[src/rtl/regfile_alu_datapath.sv]
// Register-file + ALU datapath slave for the Lab3 sequencer.
// One register-to-register micro-op per clock. All sequencing comes from the
// control word supplied by the control unit; this block has no FSM.
module regfile_alu_datapath #(
   parameter int DATA_WIDTH = 16
) (
   input  logic                  Clk_i,
   input  logic                  nReset_i,
   input  logic                  InputEn_i,
   input  logic                  WriteEn_i,
   input  logic [2:0]            WriteAddr_i,
   input  logic [2:0]            ReadAddr_A_i,
   input  logic [2:0]            ReadAddr_B_i,
   input  logic [1:0]            ALUOpcode_i,
   input  logic [1:0]            SHAMT_i,
   input  logic                  OutputEn_i,
   input  logic [DATA_WIDTH-1:0] Data_i,
   output logic [DATA_WIDTH-1:0] Data_o,
   output logic                  Done_o,
   output logic                  Ovf_o
);

   localparam int NUM_REGS = 8;
   localparam int MSB      = DATA_WIDTH - 1;

   localparam logic [1:0] OP_ADD = 2'b00;
   localparam logic [1:0] OP_SHL = 2'b01;
   localparam logic [1:0] OP_SUB = 2'b10;
   localparam logic [1:0] OP_AND = 2'b11;

   // Control word as issued by the sequencer for the current state.
   typedef struct packed {
      logic       inputEn;
      logic       writeEn;
      logic [2:0] writeAddr;
      logic [2:0] readAddrA;
      logic [2:0] readAddrB;
      logic [1:0] aluOp;
      logic [1:0] shamt;
      logic       outputEn;
   } ctrlWord_t;

   ctrlWord_t ctrl;

   // Register file. Entry 0 exists only as an index; it is never written and
   // every read of address 0 is forced to zero by the read muxes.
   logic [NUM_REGS-1:0][DATA_WIDTH-1:0] regs;

   logic [DATA_WIDTH-1:0] opA;
   logic [DATA_WIDTH-1:0] opB;
   logic [DATA_WIDTH-1:0] aluResult;
   logic [DATA_WIDTH-1:0] wrData;
   logic                  arithOvf;
   logic                  wrHit;

   assign ctrl = '{
      inputEn:   InputEn_i,
      writeEn:   WriteEn_i,
      writeAddr: WriteAddr_i,
      readAddrA: ReadAddr_A_i,
      readAddrB: ReadAddr_B_i,
      aluOp:     ALUOpcode_i,
      shamt:     SHAMT_i,
      outputEn:  OutputEn_i
   };

   // Operand read ports: combinational, return the pre-edge value (no bypass),
   // which is what lets Rn <= Rm + Rn work in a single state.
   always_comb begin
      opA = '0;
      opB = '0;
      for (int i = 1; i < NUM_REGS; i++) begin
         if (ctrl.readAddrA == 3'(i)) opA = regs[i];
         if (ctrl.readAddrB == 3'(i)) opB = regs[i];
      end
   end

   // ALU: truncating two's-complement arithmetic plus shift and AND.
   always_comb begin
      aluResult = '0;
      unique case (ctrl.aluOp)
         OP_ADD: aluResult = opA + opB;
         OP_SHL: aluResult = opA << ctrl.shamt;
         OP_SUB: aluResult = opA - opB;
         OP_AND: aluResult = opA & opB;
         default: aluResult = '0;
      endcase
   end

   // Signed overflow: add overflows when operand signs match and the result
   // sign differs; subtract when operand signs differ and the result sign
   // differs from A. Shift and AND never report overflow.
   always_comb begin
      arithOvf = 1'b0;
      unique case (ctrl.aluOp)
         OP_ADD:  arithOvf = (opA[MSB] == opB[MSB]) && (aluResult[MSB] != opA[MSB]);
         OP_SUB:  arithOvf = (opA[MSB] != opB[MSB]) && (aluResult[MSB] != opA[MSB]);
         default: arithOvf = 1'b0;
      endcase
   end

   assign wrData = ctrl.inputEn ? Data_i : aluResult;
   assign wrHit  = ctrl.writeEn && (ctrl.writeAddr != 3'd0);

   // Write-back: one destination per edge, address 0 silently dropped.
   always_ff @(posedge Clk_i or negedge nReset_i) begin
      if (!nReset_i) begin
         regs <= '0;
      end else if (wrHit) begin
         for (int i = 1; i < NUM_REGS; i++) begin
            if (ctrl.writeAddr == 3'(i)) regs[i] <= wrData;
         end
      end
   end

   // Output port: capture the ALU result and pulse Done_o for each enabled edge.
   always_ff @(posedge Clk_i or negedge nReset_i) begin
      if (!nReset_i) begin
         Data_o <= '0;
         Done_o <= 1'b0;
      end else begin
         Done_o <= ctrl.outputEn;
         if (ctrl.outputEn) Data_o <= aluResult;
      end
   end

   // Sticky overflow: any ALU write-back that overflows, including one aimed
   // at R0, sets it; only reset clears it.
   always_ff @(posedge Clk_i or negedge nReset_i) begin
      if (!nReset_i) begin
         Ovf_o <= 1'b0;
      end else if (ctrl.writeEn && !ctrl.inputEn && arithOvf) begin
         Ovf_o <= 1'b1;
      end
   end

endmodule

[config.mk]
export PLATFORM = sky130hd
export DESIGN_NAME = regfile_alu_datapath
export DESIGN_NICKNAME = d
export VERILOG_FILES = /design/src/rtl/regfile_alu_datapath.sv
export SDC_FILE = /design/constraint.sdc
export NUM_CORES = 1
export LEC_CHECK = 0
export ABC_AREA = 1
export CAP_MARGIN = 0
export CORE_ASPECT_RATIO = 0.7
export CORE_MARGIN = 4
export CORE_UTILIZATION = 60
export DETAILED_ROUTE_END_ITERATION = 10
export PLACE_DENSITY = 0.92
export SLEW_MARGIN = 25
export SYNTH_ARGS = -nofsm -noshare
export SYNTH_HDL_FRONTEND = slang
export SYNTH_SLANG_ARGS = --single-unit
[constraint.sdc]
create_clock -name Clk_i -period 6.5 [get_ports Clk_i]
set_input_delay 1.3 -clock Clk_i [delete_from_list [all_inputs] [get_ports Clk_i]]
set_output_delay 1.3 -clock Clk_i [all_outputs]
set_load 0.02 [all_outputs]
==> results of run 1 <==
[cells in the final DEF (no fill, tap or decap), drive strengths merged, types with 3 or more instances in the layout]
master / netlist / routed
clkdlybuf4s50: 0 / 50
or2: 25 / 25
nor2: 101 / 101
a31oi: 14 / 14
clkinv: 2 / 9
nand3: 164 / 164
a41oi: 6 / 6
clkbuf: 31 / 19
a21oi: 64 / 64
o21ai: 84 / 84
o2111ai: 4 / 4
o211ai: 16 / 16
nand2: 378 / 378
buf: 39 / 28
ha: 18 / 18
xor2: 13 / 13
nor3: 9 / 9
inv: 131 / 132
xnor2: 3 / 3
o22ai: 13 / 13
dfrtp: 130 / 130
nand4: 47 / 47
o221ai: 3 / 3
[metrics by stage]
| step | setup slack, ns | hold WS [ns] | area [um2] | utilization | power (mW) |
|---|---|---|---|---|---|
| floorplan | 1.94 | 0.449 | 9400 | - | 1.98 |
| global placement | 0.342 | 0.453 | 9990 | 0.666 | 2.36 |
| detailed placement | 0.320 | 0.455 | 9990 | 0.666 | 2.38 |
| CTS | 0.721 | 0.468 | 10600 | 0.705 | 3.35 |
| global route | 0.139 | 0.494 | 10600 | 0.705 | 3.57 |
| finish | 0.529 | 0.464 | 10600 | 0.705 | 3.38 |
[state kept, by name, indices dropped and copies added (netlist names)]
| signal | cells |
|---|---|
| regs | 112 |
| Ovf_o | 1 |
| Done_o | 1 |
| Data_o | 16 |
[worst paths after layout]
check	start	endpoint	slack, ns	depth (start not counted)
max in group asynchronous	nReset_i	regs[56]	4.39	2
worst min-delay path	Ovf_o	Ovf_o	0.46	2
worst min register to register	Ovf_o	Ovf_o	0.46	2
worst max register to register	regs[64]	regs[42]	2.21	23
min in group asynchronous	nReset_i	regs[53]	0.93	1
worst max-delay path	ReadAddr_A_i[2]	regs[42]	0.53	26
[metal layers]
layer | share of wire | global-route usage | vias up
met5 | 0 | 0 | -
met4 | 0.027 | 0.107 | 0
met3 | 0.14 | 0.0933 | 108
met2 | 0.43 | 0.522 | 789
met1 | 0.40 | 0.515 | 4547
li1 | - | - | 4424
[power groups by stage]
stage	Combinational [mW]	Clock [mW]	Sequential [mW]
3_3_place_gp	1.17	0	1.19
2_1_floorplan	0.808	0	1.17
6_report	1.23	0.962	1.20
3_5_place_dp	1.19	0	1.19
5_1_grt	1.35	1.00	1.21
4_1_cts	1.20	0.967	1.18
[cell families after synthesis]
kind of cell | after synthesis | share of synthesized area
adders and majority gates | 19 | 0.0261
and+or+nand+nor | 728 | 0.366
AOI/OAI and AO/OA | 216 | 0.150
DFF | 130 | 0.346
muxes | 1 | 0.00239
buffers and inverters | 203 | 0.0951
xor gates and xnor gates | 16 | 0.0149
[tightest hold or removal path, cell delays in order, from the launching register on]
cell,delay [ns]
dfrtp_1,0.34
inv_1,0.04
nand2_1,0.05
[final cells by class]
type / instances / area, um2
Clock inverter: 12 / 134
Sequential cell: 130 / 3250
Multi-Input combinational cell: 980 / 5260
Inverter: 133 / 507
Timing Repair Buffer: 78 / 727
Clock buffer: 19 / 453
Fill cell: 1248 / 4420
Tap cell: 195 / 244
==> results.md, run 1 <==
- Share of cells above drive strength 1: 0.133
- Post-CTS Setup Repair Bufs: 0
- Synth area leaders: dfrtp_1 (35%), nand2_1 (15%), nand3_1 (7.6%), inv_1 (4.6%), nor2_1 (3.6%)
- Drt first pass iters: 7
- Slowest cell on the critical path: inv_1
- Synthesis-to-layout area growth: 12.5%
- Final ANT Viol Nets: 0
- Fin. Hold Viols: 0
- Crit-path max FO: 11
- Starting Density: 0.627
- Worst vdd ir: 0.199 mV
- Sequential share of power: 0.353
- Post-CTS resize count: 0
- Vias per cell: 6.38
- Seq/Total Area, Yosys: 0.346
- Most common library cells after synthesis: nand2_1 (373), nand3_1 (143), dfrtp_1 (130)
- Total grt overflow: 0
- Crit share post-route: 0.919
- Crit. End Element: register
- Chip height: 113 um
- Worst hold path class: reg2reg
- Non-Filler Instances: 1547
- Max Root-Sink Buffers: 2
- CTS sink count: 130
- Post-synth EDFFs: 0
- Setup TNS: 0 ns
- Vias in the first global route: 9349
- Top-area cell type share of the netlist area: 0.346
- Die Wd: 158 um
- Via count: 9868
- Setup violations, final: 0
- Worst-Skew Late Latency: 0.43 ns
- Status: finished, final reports clean
- Most frequent cell after synthesis: nand2_1
- Clock power frac: 0.284
- Final HPWL DP: 23.0 mm
- #FFs+latches synth: 130
- Inserted Diodes: 0
- Synth Flop Type: dfrtp_1
- Async S/R FF share, synth: 1.00
- Switch Pwr: 1.35 mW
- Syn Std Cell Area: 9400 um2
- P_int: 2.03 mW
- Critical setup path kind: in2reg
- Largest net degree at the start of global routing: 81
- Slew HR: 0.407
- Core ar.: 15000 um2
- Clock Skew: 0.00740 ns
- Max Cap Viol: 0
- Gp weighted congestion: 1.00
- Total GRT Usage: 0.355
- Synth warn: 0
- CP top delay family: simple AND/OR/NAND/NOR gates
- Top Ports: 52
- RSZ-0062 raised after global routing: no
- Max incr delay on CP: 0.46 ns
- CTS buffer count: 17
- Post-Syn Nets: 1366
- Crit path time final: 5.97 ns
- Arr. time, crit path: 6.29 ns
- CP bufs+invs: 6
- CTS tree: yes
- Routed wire per std cell: 20.1 um
- Initial antenna violation count: 0
- Root Driver: clkbuf_16
- Port Buf Inserts: 51
- Fin nets: 1393
- Reg clk slew, reported paths: 0.06 ns
- Synth area leader: dfrtp_1
- Crit path launch type: input port
- H-tree Lvls: 4
- First-pass GRT wire length: 49.7 mm
- Logic pwr share: 0.362
- Total die area: 17800 um2
- WP data required: 6.82 ns
- Synthesized netlist cell count: 1313
- Worst Tran Pin Value: 0.889 ns
- Distinct cells, synth: 62
- # rows: 37
- Pwr Density: 320 nW/um2
- 1st-iter DRT viols: 1541
- Pins over their slew limit: 0
- Syn_area_per_cell: 7.16 um2
- Switching portion of total power: 0.400
- DRT Wirelength: 31.2 mm
- Hold_buf cts: 0
- Fmax: 167 MHz
- Dpl cells: 1516
- Static leakage: 5.16 nW
- DRC Markers: 0
No activity file was read; power rests on OpenSTA's default activity.
==> run 2, diff against run 1 <==
Settings changed: CORE_ASPECT_RATIO 0.7 to 0.6.
==> run 2 against run 1 <==
  * Clock-buffer cell count up 1
  * Sequential share of layout area down 0.14 points
  * Worst setup slack better by 0.059 ns
  * Die area up 0.19%
  * Via count up 0.81%
  * Flip-flop and latch count unchanged
  * First-iteration DRC count up 12%
  * Core utilization down 1.4 points
  * Critical path type unchanged
==> results.md, run 2 (synthesis gave the netlist of run 1 again) <==
- CTS sink count: 130
- # rows: 35
- Crit-path max FO: 13
- Total die area: 17800 um2
- Pre-CTS WS: 0.380 ns
- Total GRT Usage: 0.361
- Number of fill cells: 1254
- Top reg by flops: regs
- Crit path launch type: input port
- Hold_buf cts: 0
- Worst r2r path cells: 25
- Max Root-Sink Buffers: 2
- Drt first pass iters: 10
- CTS buffer count: 17
- Fin. Hold Viols: 0
- Max Cap Viol: 0
- RSZ-0062 raised after global routing: no
- Worst Tran Pin Value: 0.868 ns
- Arr. time, crit path: 6.22 ns
- Setup TNS: 0 ns
- Post-CTS resize count: 0
- Number of flip-flops in the largest register: 112
- Vias in the first global route: 9247
- Fin nets: 1391
- Port Buf Inserts: 51
- Hold EP: Ovf_o
- Area of the multi-input gates: 5260 um2
- H-tree Lvls: 4
- Worst Setup Slack, final: 0.589 ns
- R2R Setup Slk: 2.15 ns
- Final HPWL DP: 23.4 mm
- Chip height: 105 um
- Hold path depth: 2
- Max incr delay on CP: 0.81 ns
- DRC Markers: 0
- Vias per cell: 6.40
- Largest net degree at the start of global routing: 73
- Core ar.: 15400 um2
- First-pass GRT wire length: 51.0 mm
- Final Core Density: 0.691
- Crit share post-route: 0.909
- Crit. End Element: register
- Starting Density: 0.612
- Die Wd: 170 um
- Routed wire per std cell: 20.6 um
- Static leakage: 5.18 nW
- Clock Skew: 0.0118 ns
- DRT Wirelength: 32.0 mm
- Hold Crit Start: Ovf_o
- Commonest non-fill, non-tap cell in the layout: nand2_1
- Worst vdd ir: 0.192 mV
- Seq. cell area: 3250 um2
- Hold Slack: 0.475 ns
- Reg2Reg Launch Point: regs[64]
- Most frequent cells in the layout: nand2_1 (373), nand3_1 (143), dfrtp_1 (130)
- Inserted Diodes: 0
- Pwr Density: 328 nW/um2
- Worst reg2reg endpoint: regs[44]
- Total Power: 3.48 mW
- Fmax: 169 MHz
- Post-CTS Setup Repair Bufs: 0
- Initial antenna violation count: 0
- Crit path time final: 5.91 ns
- Worst-Skew Late Latency: 0.42 ns
- Top Registers: regs: 112 flops, Data_o: 16 flops
- Root Driver: clkbuf_16
- Status: finished, final reports clean
- Setup violations, final: 0
- WP data required: 6.81 ns
- Total grt overflow: 0
- Share of cells above drive strength 1: 0.132
- Pins over their slew limit: 0
- Final ANT Viol Nets: 0
- Slew HR: 0.415
- Via count: 9948
- 1st-iter DRT viols: 1724
- Worst hold path class: reg2reg
- Critical setup path kind: in2reg
- Top Ports: 52
- Gp weighted congestion: 1.04
- Reg clk slew, reported paths: 0.06 ns
- CTS tree: yes
- Slowest cell on the critical path: clkdlybuf4s50_1
- Synthesis-to-layout area growth: 13.0%
## run 2: cell types whose count changed in the layout (fill, tap and decap cells not counted), sizes merged
cell    before  now
buf         28   26
bufinv       2    4
clkbuf      19   20
clkinv       9    7
## run 2: metrics by stage
stage,cell area [um2],cells
after detailed placement,9990,1522
final,10600,1554
after global routing,10600,1554
after global placement,9990,1522
after CTS,10600,1554
after floorplan,9400,1313
## run 2: final cells by class
cell class | instances | area share
inverter | 133 | 0.0477
timing repair buffer | 76 | 0.0670
tap | 203 | 0.0239
clock buffer | 20 | 0.0430
multi-input combinational | 980 | 0.495
clock inverter | 12 | 0.0170
sequential | 130 | 0.306
## run 2: metal layers
metal	wire (um)	vias up	GRT usage
li1	-	4427	-
met1	13200	4564	0.537
met2	13100	840	0.507
met3	4840	117	0.0998
met4	855	0	0.117
met5	0	-	0
## run 2: worst max-delay path, delay by kind of cell
kind	cells	cell delay, ns
adder cells (fa/ha/maj)	2	0.63
AO/OA/AOI/OAI	7	1.40
AND/OR/NAND/NOR	12	1.59
buffers and inverters	6	1.28
## run 2: how the worst max path moves through the flow
stage | from | end | cells past startpoint
global placement | ReadAddr_A_i[0] | regs[108] | 27
detailed placement | ReadAddr_A_i[0] | regs[44] | 27
CTS | ReadAddr_A_i[0] | regs[44] | 27
finish | ReadAddr_A_i[0] | regs[44] | 27
floorplan | ReadAddr_B_i[0] | regs[29] | 29
global route | ReadAddr_A_i[2] | regs[92] | 28
## run 2: power by group
| part | internal [mW] | switching [mW] |
|---|---|---|
| Sequential | 1.02 | 0.172 |
| Clock | 0.665 | 0.394 |
| Combinational | 0.430 | 0.804 |
==> run 3, diff against run 2 <==
Settings changed: GPL_ROUTABILITY_DRIVEN set to 0.
==> run 3 against run 2 <==
  * Clock-buffer cell count fell by 1
  * Clock skew down 0.0022 ns
  * Power down 1.4%
  * Combinational power about the same
  * Worst setup slack got worse by 0.061 ns
  * Highest routed layer unchanged
  * Sequential power about the same
  * Core utilization down 0.28 points
  * Critical path depth up 3
==> results.md, run 3 (synthesis gave the netlist of run 1 again) <==
- Starting Density: 0.612
- Commonest non-fill, non-tap cell in the layout: nand2_1
- H-tree Lvls: 4
- Fmax: 167 MHz
- RSZ-0062 raised after global routing: no
- Final ANT Viol Nets: 0
- Max Root-Sink Buffers: 2
- Static leakage: 5.15 nW
- First-pass GRT wire length: 51.2 mm
- Via count: 10200
- Share of cells above drive strength 1: 0.132
- Fin. Hold Viols: 0
- DRT Wirelength: 32.0 mm
- Drt first pass iters: 9
- Dpl cells: 1523
- Hold_buf cts: 0
- Crit share post-route: 0.919
- Top Registers: regs: 112 flops, Data_o: 16 flops
- Die Wd: 170 um
- Worst hold path class: reg2reg
- Most frequent cells in the layout: nand2_1 (373), nand3_1 (143), dfrtp_1 (130)
- Clock Skew: 0.00958 ns
- Total die area: 17800 um2
- Slew HR: 0.388
- Critical setup path kind: in2reg
- Synthesis-to-layout area growth: 12.5%
- Status: finished, final reports clean
- Pre-CTS WS: 0.435 ns
- Worst Tran Pin Value: 0.917 ns
- Pins over their slew limit: 0
- Pwr Density: 324 nW/um2
- Setup TNS: 0 ns
- CTS sink count: 130
- Routed wire per std cell: 20.6 um
- Vias per cell: 6.58
- Inserted Diodes: 0
- Final HPWL DP: 22.8 mm
- Root Driver: clkbuf_16
- CP top delay family: simple AND/OR/NAND/NOR gates
- Post-CTS resize count: 0
- Largest net degree at the start of global routing: 71
- Post-CTS Setup Repair Bufs: 0
- Non-Filler Instances: 1554
- CTS buffer count: 17
- Total GRT Usage: 0.361
- WP data required: 6.80 ns
- Vias in the first global route: 9679
- Setup violations, final: 0
- Total grt overflow: 0
- Crit-path max FO: 18
- CTS tree: yes
- Reg clk slew, reported paths: 0.06 ns
- Core ar.: 15400 um2
- Port Buf Inserts: 51
- Max incr delay on CP: 0.65 ns
- Slowest cell on the critical path: clkdlybuf4s50_1
- Crit path launch type: input port
- Placed Area: 9980 um2
- Crit path time final: 5.97 ns
- Top Ports: 52
- Initial antenna violation count: 0
- Worst Setup Slack, final: 0.527 ns
- Total Power: 3.43 mW
- Top reg by flops: regs
- Max Cap Viol: 0
- Worst-Skew Late Latency: 0.43 ns
- 1st-iter DRT viols: 1895
- Worst vdd ir: 0.185 mV
- CP most frequent cell: nand2_1
- Final instance area: 10600 um2
- Chip height: 105 um
- DRC Markers: 0
- Number of flip-flops in the largest register: 112
- CP bufs+invs: 4
- Fin nets: 1392
- # rows: 35
- Arr. time, crit path: 6.28 ns
- Crit. End Element: register
## run 3: cell count changes in the layout (fill, tap and decap cells not counted), sizes merged
cell	previous run	this run
clkbuf	20	19
clkinv	7	6
clkinvlp	2	3
bufinv	4	3
buf	26	27
inv	132	133
## run 3: metrics by stage
| stage | util | hold slack, ns |
|---|---|---|
| 6_report | 0.688 | 0.477 |
| 5_1_grt | 0.688 | 0.498 |
| 4_1_cts | 0.688 | 0.484 |
| 3_5_place_dp | 0.649 | 0.461 |
| 3_3_place_gp | 0.649 | 0.457 |
| 2_1_floorplan | - | 0.449 |
## run 3: worst min-delay path, cell delays in order (launching register included)
cell and delay (ns):
dfrtp_1 0.35, inv_1 0.04, nand2_1 0.05
## run 3: where the power goes
group / internal, mW / switching (mW)
sequential: 1.02 / 0.174
combinational: 0.431 / 0.808
clock: 0.613 / 0.392
total: 2.06 / 1.37
## run 3: final cells by class
type                            count  area [um2]
Multi-Input combinational cell    980        5260
Inverter                          133         507
Clock inverter                     12         158
Fill cell                        1190        4790
Clock buffer                       19         443
Tap cell                          203         254
Timing Repair Buffer               77         707
Sequential cell                   130        3250
## run 3: worst paths after layout
check / end / cells past startpoint / slack, ns / start
max: regs[45] / 30 / 0.53 / ReadAddr_B_i[1]
min: Ovf_o / 2 / 0.48 / Ovf_o
max reg2reg: regs[45] / 26 / 2.09 / regs[68]
min reg2reg: Ovf_o / 2 / 0.48 / Ovf_o
max in group asynchronous: Ovf_o / 2 / 4.36 / nReset_i
min in group asynchronous: regs[38] / 1 / 0.86 / nReset_i
## run 3: layer usage
| layer | global-route usage | wire length [um] |
|---|---|---|
| met5 | 0 | 0 |
| met4 | 0.140 | 1450 |
| met3 | 0.147 | 5560 |
| met2 | 0.506 | 12900 |
| met1 | 0.499 | 12100 |
